### src/rtl/clkmon_pkg.sv
`default_nettype none
// ============================================================================
// Module      : clkmon_pkg
// Description : Shared types and helpers for the clock monitor.
//               state_t  - monitor FSM states
//               in_range - |value - expected| <= tol check
// Revision    : 1.0 - initial release
// ============================================================================
package clkmon_pkg;

    typedef enum logic [1:0] {
        IDLE    = 2'd0,
        ACQUIRE = 2'd1,
        MEASURE = 2'd2,
        LOST    = 2'd3
    } state_t;

    // Absolute-difference compare, written without signed arithmetic so
    // that it behaves the same for any unsigned counter width up to 32.
    function automatic logic in_range(input logic [31:0] value,
                                      input logic [31:0] expected,
                                      input logic [31:0] tol);
        logic [31:0] diff;
        diff = (value >= expected) ? (value - expected) : (expected - value);
        return (diff <= tol);
    endfunction

endpackage
`default_nettype wire

### src/rtl/clock_monitor_if.sv
`default_nettype none
// ============================================================================
// Module      : clock_monitor_if
// Description : Signal bundle between the clock monitor and its user.
//               sig_in/enable/clear flow into the monitor; period_out,
//               high_out, period_valid, locked, lost, err flow out.
//               master - user side, slave - monitor side.
// Revision    : 1.0 - initial release
// ============================================================================
interface clock_monitor_if #(
    parameter int CNT_W = 16
);
    logic             sig_in;
    logic             enable;
    logic             clear;
    logic [CNT_W-1:0] period_out;
    logic [CNT_W-1:0] high_out;
    logic             period_valid;
    logic             locked;
    logic             lost;
    logic             err;

    modport master (
        output sig_in, enable, clear,
        input  period_out, high_out, period_valid, locked, lost, err
    );

    modport slave (
        input  sig_in, enable, clear,
        output period_out, high_out, period_valid, locked, lost, err
    );
endinterface
`default_nettype wire

### src/rtl/clkmon_sync_edge.sv
`default_nettype none
// ============================================================================
// Module      : clkmon_sync_edge
// Description : Multi-stage synchroniser for an asynchronous clock input,
//               followed by single-cycle rise/fall detectors.
//               clk_i   - sampling clock
//               rst_ni  - asynchronous active-low reset
//               sig_i   - asynchronous input
//               sync_o  - synchronised level
//               rise_o  - 1 for one cycle after sync_o goes 0->1
//               fall_o  - 1 for one cycle after sync_o goes 1->0
// Revision    : 1.0 - initial release
// ============================================================================
module clkmon_sync_edge #(
    parameter int SYNC_STAGES = 2
) (
    input  logic clk_i,
    input  logic rst_ni,
    input  logic sig_i,
    output logic sync_o,
    output logic rise_o,
    output logic fall_o
);

    logic [SYNC_STAGES-1:0] sync_q;
    logic                   prev_q;

    always_ff @(posedge clk_i or negedge rst_ni) begin
        if (!rst_ni) begin
            sync_q <= '0;
            prev_q <= 1'b0;
        end else begin
            sync_q <= {sync_q[SYNC_STAGES-2:0], sig_i};
            prev_q <= sync_q[SYNC_STAGES-1];
        end
    end

    assign sync_o = sync_q[SYNC_STAGES-1];
    assign rise_o =  sync_q[SYNC_STAGES-1] & ~prev_q;
    assign fall_o = ~sync_q[SYNC_STAGES-1] &  prev_q;

endmodule
`default_nettype wire

### src/rtl/clock_monitor.sv
`default_nettype none
// ============================================================================
// Module      : clock_monitor
// Description : Measures the period of an asynchronous clock (sig_in) in
//               clk_in cycles and reports lock / loss-of-clock / range error.
//               clk_in   - system clock
//               reset_n  - asynchronous active-low reset
//               mon      - clock_monitor_if.slave (sig_in, enable, clear in;
//                          period_out, high_out, period_valid, locked, lost,
//                          err out)
//               Optional: define CLKMON_DUTY_EN to measure the high time of
//               sig_in into high_out; otherwise high_out is tied to 0.
// Revision    : 1.0 - initial release
// ============================================================================
module clock_monitor
    import clkmon_pkg::*;
#(
    parameter int CNT_W       = 16,
    parameter int EXP_PERIOD  = 4,
    parameter int TOL         = 1,
    parameter int LOCK_CNT    = 4,
    parameter int TIMEOUT     = 64,
    parameter int SYNC_STAGES = 2
) (
    input  logic            clk_in,
    input  logic            reset_n,
    clock_monitor_if.slave  mon
);

    localparam int               LOCK_W      = $clog2(LOCK_CNT + 1);
    localparam logic [CNT_W-1:0] c_cnt_max   = '1;
    localparam logic [CNT_W-1:0] c_timeout   = CNT_W'(TIMEOUT);
    localparam logic [LOCK_W-1:0] c_lock_cnt = LOCK_W'(LOCK_CNT);

    logic w_sync, w_rise, w_fall;

    clkmon_sync_edge #(
        .SYNC_STAGES (SYNC_STAGES)
    ) u_sync_edge (
        .clk_i  (clk_in),
        .rst_ni (reset_n),
        .sig_i  (mon.sig_in),
        .sync_o (w_sync),
        .rise_o (w_rise),
        .fall_o (w_fall)
    );

    state_t            state_q, state_d;
    logic [CNT_W-1:0]  cnt_q, cnt_d;
    logic [CNT_W-1:0]  period_q, period_d;
    logic [LOCK_W-1:0] lock_ctr_q, lock_ctr_d;
    logic              valid_q, valid_d;
    logic              locked_q, locked_d;
    logic              lost_q, lost_d;
    logic              err_q, err_d;
    logic              w_in_range;

    assign w_in_range = in_range(32'(cnt_q), 32'(EXP_PERIOD), 32'(TOL));

    always_ff @(posedge clk_in or negedge reset_n) begin
        if (!reset_n) begin
            state_q    <= IDLE;
            cnt_q      <= '0;
            period_q   <= '0;
            lock_ctr_q <= '0;
            valid_q    <= 1'b0;
            locked_q   <= 1'b0;
            lost_q     <= 1'b0;
            err_q      <= 1'b0;
        end else begin
            state_q    <= state_d;
            cnt_q      <= cnt_d;
            period_q   <= period_d;
            lock_ctr_q <= lock_ctr_d;
            valid_q    <= valid_d;
            locked_q   <= locked_d;
            lost_q     <= lost_d;
            err_q      <= err_d;
        end
    end

    always_comb begin
        state_d    = state_q;
        period_d   = period_q;
        lock_ctr_d = lock_ctr_q;
        valid_d    = 1'b0;
        locked_d   = locked_q;
        lost_d     = lost_q;
        // Clear is applied first so that a range error in the same cycle
        // overrides it below.
        err_d      = mon.clear ? 1'b0 : err_q;

        if (w_rise)
            cnt_d = CNT_W'(1);
        else if (cnt_q != c_cnt_max)
            cnt_d = cnt_q + CNT_W'(1);
        else
            cnt_d = cnt_q;

        if (!mon.enable) begin
            state_d    = IDLE;
            cnt_d      = '0;
            lock_ctr_d = '0;
            locked_d   = 1'b0;
            lost_d     = 1'b0;
        end else begin
            case (state_q)
                IDLE: begin
                    state_d = ACQUIRE;
                    cnt_d   = '0;
                end
                ACQUIRE: begin
                    // The first edge only starts the count; no period yet.
                    if (w_rise) begin
                        state_d = MEASURE;
                    end else if (cnt_q >= c_timeout) begin
                        state_d    = LOST;
                        lost_d     = 1'b1;
                        locked_d   = 1'b0;
                        lock_ctr_d = '0;
                    end
                end
                MEASURE: begin
                    // Rise is tested before timeout: an edge arriving on the
                    // timeout cycle is a (long) period, not a loss.
                    if (w_rise) begin
                        period_d = cnt_q;
                        valid_d  = 1'b1;
                        if (w_in_range) begin
                            if (lock_ctr_q != c_lock_cnt)
                                lock_ctr_d = lock_ctr_q + LOCK_W'(1);
                            if (lock_ctr_d == c_lock_cnt)
                                locked_d = 1'b1;
                        end else begin
                            lock_ctr_d = '0;
                            locked_d   = 1'b0;
                            err_d      = 1'b1;
                        end
                    end else if (cnt_q >= c_timeout) begin
                        state_d    = LOST;
                        lost_d     = 1'b1;
                        locked_d   = 1'b0;
                        lock_ctr_d = '0;
                    end
                end
                LOST: begin
                    // Recovery edge restarts the count but reports nothing,
                    // since the gap before it is not a real period.
                    if (w_rise) begin
                        state_d = MEASURE;
                        lost_d  = 1'b0;
                    end
                end
                default: begin
                    state_d = IDLE;
                end
            endcase
        end
    end

    assign mon.period_out   = period_q;
    assign mon.period_valid = valid_q;
    assign mon.locked       = locked_q;
    assign mon.lost         = lost_q;
    assign mon.err          = err_q;

`ifdef CLKMON_DUTY_EN
    logic [CNT_W-1:0] high_cnt_q, high_cnt_d;
    logic [CNT_W-1:0] high_q, high_d;

    always_ff @(posedge clk_in or negedge reset_n) begin
        if (!reset_n) begin
            high_cnt_q <= '0;
            high_q     <= '0;
        end else begin
            high_cnt_q <= high_cnt_d;
            high_q     <= high_d;
        end
    end

    // The rise cycle already has sync high, so it seeds the count with 1.
    always_comb begin
        high_d = high_q;
        if (w_rise)
            high_cnt_d = CNT_W'(1);
        else if (w_sync && (high_cnt_q != c_cnt_max))
            high_cnt_d = high_cnt_q + CNT_W'(1);
        else
            high_cnt_d = high_cnt_q;

        // Only a fall that follows a tracked rise yields a meaningful width.
        if (w_fall && mon.enable && (state_q == MEASURE))
            high_d = high_cnt_q;
    end

    assign mon.high_out = high_q;
`else
    logic w_unused_duty;
    assign w_unused_duty = w_sync ^ w_fall;
    assign mon.high_out  = '0;
`endif

endmodule
`default_nettype wire
### src/flat_wrapper.sv
// flat-port wrapper written by rule: the top's interface ports become plain ports
module clock_monitor_flat import clkmon_pkg::*;
#(
    parameter int CNT_W       = 16,
    parameter int EXP_PERIOD  = 4,
    parameter int TOL         = 1,
    parameter int LOCK_CNT    = 4,
    parameter int TIMEOUT     = 64,
    parameter int SYNC_STAGES = 2
)
  (clk_in, reset_n, mon_sig_in, mon_enable, mon_clear, mon_period_out, mon_high_out, mon_period_valid, mon_locked, mon_lost, mon_err);
  clock_monitor_if #(.CNT_W(CNT_W)) mon_i ();
  input  logic clk_in;
  input  logic reset_n;
  input wire logic [$bits(mon_i.sig_in)-1:0] mon_sig_in;
  input wire logic [$bits(mon_i.enable)-1:0] mon_enable;
  input wire logic [$bits(mon_i.clear)-1:0] mon_clear;
  output wire logic [$bits(mon_i.period_out)-1:0] mon_period_out;
  output wire logic [$bits(mon_i.high_out)-1:0] mon_high_out;
  output wire logic [$bits(mon_i.period_valid)-1:0] mon_period_valid;
  output wire logic [$bits(mon_i.locked)-1:0] mon_locked;
  output wire logic [$bits(mon_i.lost)-1:0] mon_lost;
  output wire logic [$bits(mon_i.err)-1:0] mon_err;
  assign mon_i.sig_in = mon_sig_in;
  assign mon_i.enable = mon_enable;
  assign mon_i.clear = mon_clear;
  assign mon_period_out = mon_i.period_out;
  assign mon_high_out = mon_i.high_out;
  assign mon_period_valid = mon_i.period_valid;
  assign mon_locked = mon_i.locked;
  assign mon_lost = mon_i.lost;
  assign mon_err = mon_i.err;
  clock_monitor #(.CNT_W(CNT_W), .EXP_PERIOD(EXP_PERIOD), .TOL(TOL), .LOCK_CNT(LOCK_CNT), .TIMEOUT(TIMEOUT), .SYNC_STAGES(SYNC_STAGES)) u_core (.clk_in(clk_in), .reset_n(reset_n), .mon(mon_i));
endmodule
### config.mk
export PLATFORM = sky130hd
export DESIGN_NAME = clock_monitor_flat
export DESIGN_NICKNAME = d
export VERILOG_FILES = /design/src/rtl/clkmon_pkg.sv /design/src/rtl/clock_monitor_if.sv /design/src/rtl/clkmon_sync_edge.sv /design/src/rtl/clock_monitor.sv /design/src/flat_wrapper.sv
export SDC_FILE = /design/constraint.sdc
export NUM_CORES = 1
export LEC_CHECK = 0
export CORE_MARGIN = 2
export CORE_UTILIZATION = 40
export DETAILED_ROUTE_END_ITERATION = 6
export GPL_ROUTABILITY_DRIVEN = 0
export PLACE_DENSITY_LB_ADDON = 0.05
export SLEW_MARGIN = 20
export SYNTH_ARGS = -nofsm -noshare
export SYNTH_HDL_FRONTEND = slang
export SYNTH_SLANG_ARGS = --single-unit
export TNS_END_PERCENT = 30
### constraint.sdc
create_clock -name clk_in -period 2.55 [get_ports clk_in]
set_clock_uncertainty 0.05 [all_clocks]
set_input_delay 0.6375 -clock clk_in [delete_from_list [all_inputs] [get_ports clk_in]]
set_output_delay 0.6375 -clock clk_in [all_outputs]
set_load 0.1 [all_outputs]
==> run_results.csv <==
group,metric,value,unit
outcome,status,"finished with violations",
outcome,violations,"negative setup slack",
logic_synthesis,postSynthCellCount,287,
logic_synthesis,ys_warn_count,0,
sta,slew_headroom,0.621,
cts,cts_made_buffers,5,
detailed_routing,first_pass_iters,4,
sta,holdWs,256,ps
detailed_routing,routedWlPerCell,13.7,um
cts,cts_root_buffer,"clkbuf_8",
cells_and_area,multi_input_area,0.00134,mm^2
sta,rsz0062_at_grt,"true",
cts,clock_latency,290,ps
cts,cts.clk_slew.worst_paths,80,ps
flow_run,drv_cap,0,
setup_path,critPathMaxFanout,6,
logic_synthesis,ys_types,53,
detailed_routing,num_vias,2029,
cells_and_area,drive_gt1_frac,0.206,
cells_and_area,fill_cells,637,
setup_path,cp_cell_sequence,"or4_4 -> nor3_4 -> nand4_1 -> a2111oi_4 -> nand4_4 -> o21ai_1 -> a32o_1",
detailed_routing,drc_errors,0,
sta,fin_crit,2570,ps
setup_path,critPathLaunchType,"flop",
grt,grt_usage,0.168,
cells_and_area,syn_to_final_growth,20.7,%
cells_and_area,seqCellArea,0.00110,mm^2
setup_path,max_stage_delay,560,ps
setup_path,cp_slowest_cell,"or4_4",
floorplan,dieArea,0.00704,mm^2
logic_synthesis,synth_area_leaders,"dfrtp_1 43%, nand2_1 7.5%, ha_1 5.9%",
cts,clock-sinks,44,
detailed_routing,drt_iter0_drc,82,
cells_and_area,n_antenna_cell,0,
grt,grt_overflow,0,
min_path,hold_class,"primary input to asynchronous set/reset pin",
detailed_routing,vias_per_cell,4.99,
logic_synthesis,synth-main-ff-cell,"dfrtp_1",
pwr,p_leak,1.51,nW
setup_path,worstSetupPathType,"flop to flop",
cells_and_area,final_util,0.491,
cts,h-tree-depth,2,
setup_path,arrival,2750,ps
sta,hold_violations,0,
logic_synthesis,ys_seq_area_frac,0.431,
floorplan,die_h,83.9,um
setup_path,end_kind,"flop",
floorplan,fp.dieW,83.9,um
sta,fmax,390,MHz
cells_and_area,nets,348,
placed_design,dp_hpwl,4110,um
sta,fin_ws,-16.3,ps
placed_design,dp_slack,-0.894,ps
pwr,power,0.00145,W
logic_synthesis,yosys.area.top_type,"dfrtp_1",
setup_path,required,2730,ps
grt,grt_pass1_wl,9470,um
floorplan,initial_core_util,0.407,
setup_path,rr_worst_depth,7,
logic_synthesis,synth-edff-count,0,
sta,slew_viol_final,0,
logic_synthesis,netlist.area_leader.share,0.431,
detailed_routing,ant_nets,0,
logic_synthesis,netlist_area,0.00255,mm^2
logic_synthesis,synth_seq_cells,44,
grt,grt_max_degree,45,
logic_synthesis,synth_common_cells,"51 x nand2_1, 44 x dfrtp_1, 27 x nor2_1",
logic_synthesis,synthArstFlopShare,1.00,
placed_design,port_buffers,24,
pwr,ir_drop,0.205,mV
logic_synthesis,yosysMostFrequentCell,"nand2_1",
cts,cts.hold.buffers_added,0,
logic_synthesis,avgSynthCellArea,8.89,um^2
cts,cts_buffer_depth,2,
sta,period_share,1.01,
grt,grt_pass1_vias,1961,
floorplan,fp-row-count,29,
cts,cts_tree,"built",
grt,grt_antenna_before_repair,0,
floorplan,core_area,0.00628,mm^2
sta,setup_violations,2,
detailed_routing,drt_wl_total,5590,um
sta,worst_pin_slew,568,ps
floorplan,io-pin-count,41,
pwr,p_per_area,471,mW/mm^2
sta,setup_tns,-29.6,ps
## final timing paths
path | slack [ps] | end | startpoint
max | -20 | u_core.lock_ctr_q[1] | u_core.cnt_q[15]
min | 260 | u_core.mon.period_out[2] | reset_n
max reg2reg | -20 | u_core.lock_ctr_q[1] | u_core.cnt_q[15]
min reg2reg | 310 | u_core.u_sync_edge.sync_q[1] | u_core.u_sync_edge.sync_q[0]
max in group asynchronous | 1970 | u_core.mon.period_out[5] | reset_n
min in group clk_in | 310 | u_core.u_sync_edge.sync_q[1] | u_core.u_sync_edge.sync_q[0]
## layout by cell type (no fill, tap or decap), types with 2 or more instances in the layout
cell              n
nand2_1          51
nand4_1           3
buf_4            46
nor3b_1           3
clkbuf_8          5
a31oi_1           2
o21ai_1           3
nor2b_1           3
and3_1            6
nor3_1            8
dfrtp_1          44
conb_1           16
xor2_1            6
or4_4             2
clkdlybuf4s50_1   3
nor2_1           27
xnor2_1           7
o21ai_0          13
nand2b_1          3
ha_1             11
inv_1            13
o31ai_1           3
a21oi_1           8
o211ai_1          2
nand3_1          10
## state kept, by name, indices dropped and copies added (netlist names)
name                       flops
u_core.mon.period_valid        1
u_core.mon.err                 1
u_core.cnt_q                  16
u_core.lock_ctr_q              3
u_core.u_sync_edge.sync_q      2
u_core.mon.lost                1
u_core.state_q                 2
u_core.mon.period_out         16
u_core.mon.locked              1
u_core.u_sync_edge.prev_q      1
## timing repair
item,CTS,global route
pin swaps,0,4
endpoints found under the setup margin,3,4
resized for setup,2,6
setup buffers,0,2
## cells by family (layout without fill, tap and decap cells)
| family | Yosys count | after routing | synth area share |
|---|---|---|---|
| compound gates | 45 | 45 | 0.118 |
| xor+xnor | 13 | 13 | 0.0446 |
| fa+ha+maj | 12 | 12 | 0.0588 |
| buf+inv | 42 | 70 | 0.0887 |
| flops | 44 | 44 | 0.431 |
| mux | 1 | 1 | 0.00392 |
| other cells | 1 | 16 | 0.00147 |
| simple gates | 129 | 129 | 0.253 |
## cell type report
class,count,share of cell area
flip-flops and latches,44,0.357
clock inverters,1,0.00975
inverters,13,0.0158
multi-input cells,216,0.433
repair buffers,51,0.130
well taps,77,0.0313
clock buffers,5,0.0223
## per-layer routing
layer / vias to the layer above / part of all wire / track usage
li1: 1029 / - / -
met1: 960 / 0.51 / 0.252
met2: 35 / 0.45 / 0.247
met3: 5 / 0.032 / 0.0307
met4: 0 / 0.0091 / 0.0484
met5: - / 0 / 0
## report_power, final
group	leakage [nW]	switching, W	total [W]	internal (W)
Combinational	0.849	0.000183	0.000232	0.0000486
Clock	0.0501	0.000222	0.000503	0.000281
Sequential	0.606	0.00000890	0.000715	0.000706
Total	1.51	0.000414	0.00145	0.00104
## critical path: cells and delay by family, from the launching register on
family	cells	cell delay (ps)
AO/OA/AOI/OAI	3	850
flip-flops	1	390
AND/OR/NAND/NOR	4	1210
## through the flow
stage,instances,area [um^2]
6_report,407,3080
5_1_grt,407,3080
2_1_floorplan,302,2610
4_1_cts,405,3030
3_5_place_dp,399,2910
3_3_place_gp,399,2910
Note: power is estimated with default switching activity, not from simulation.
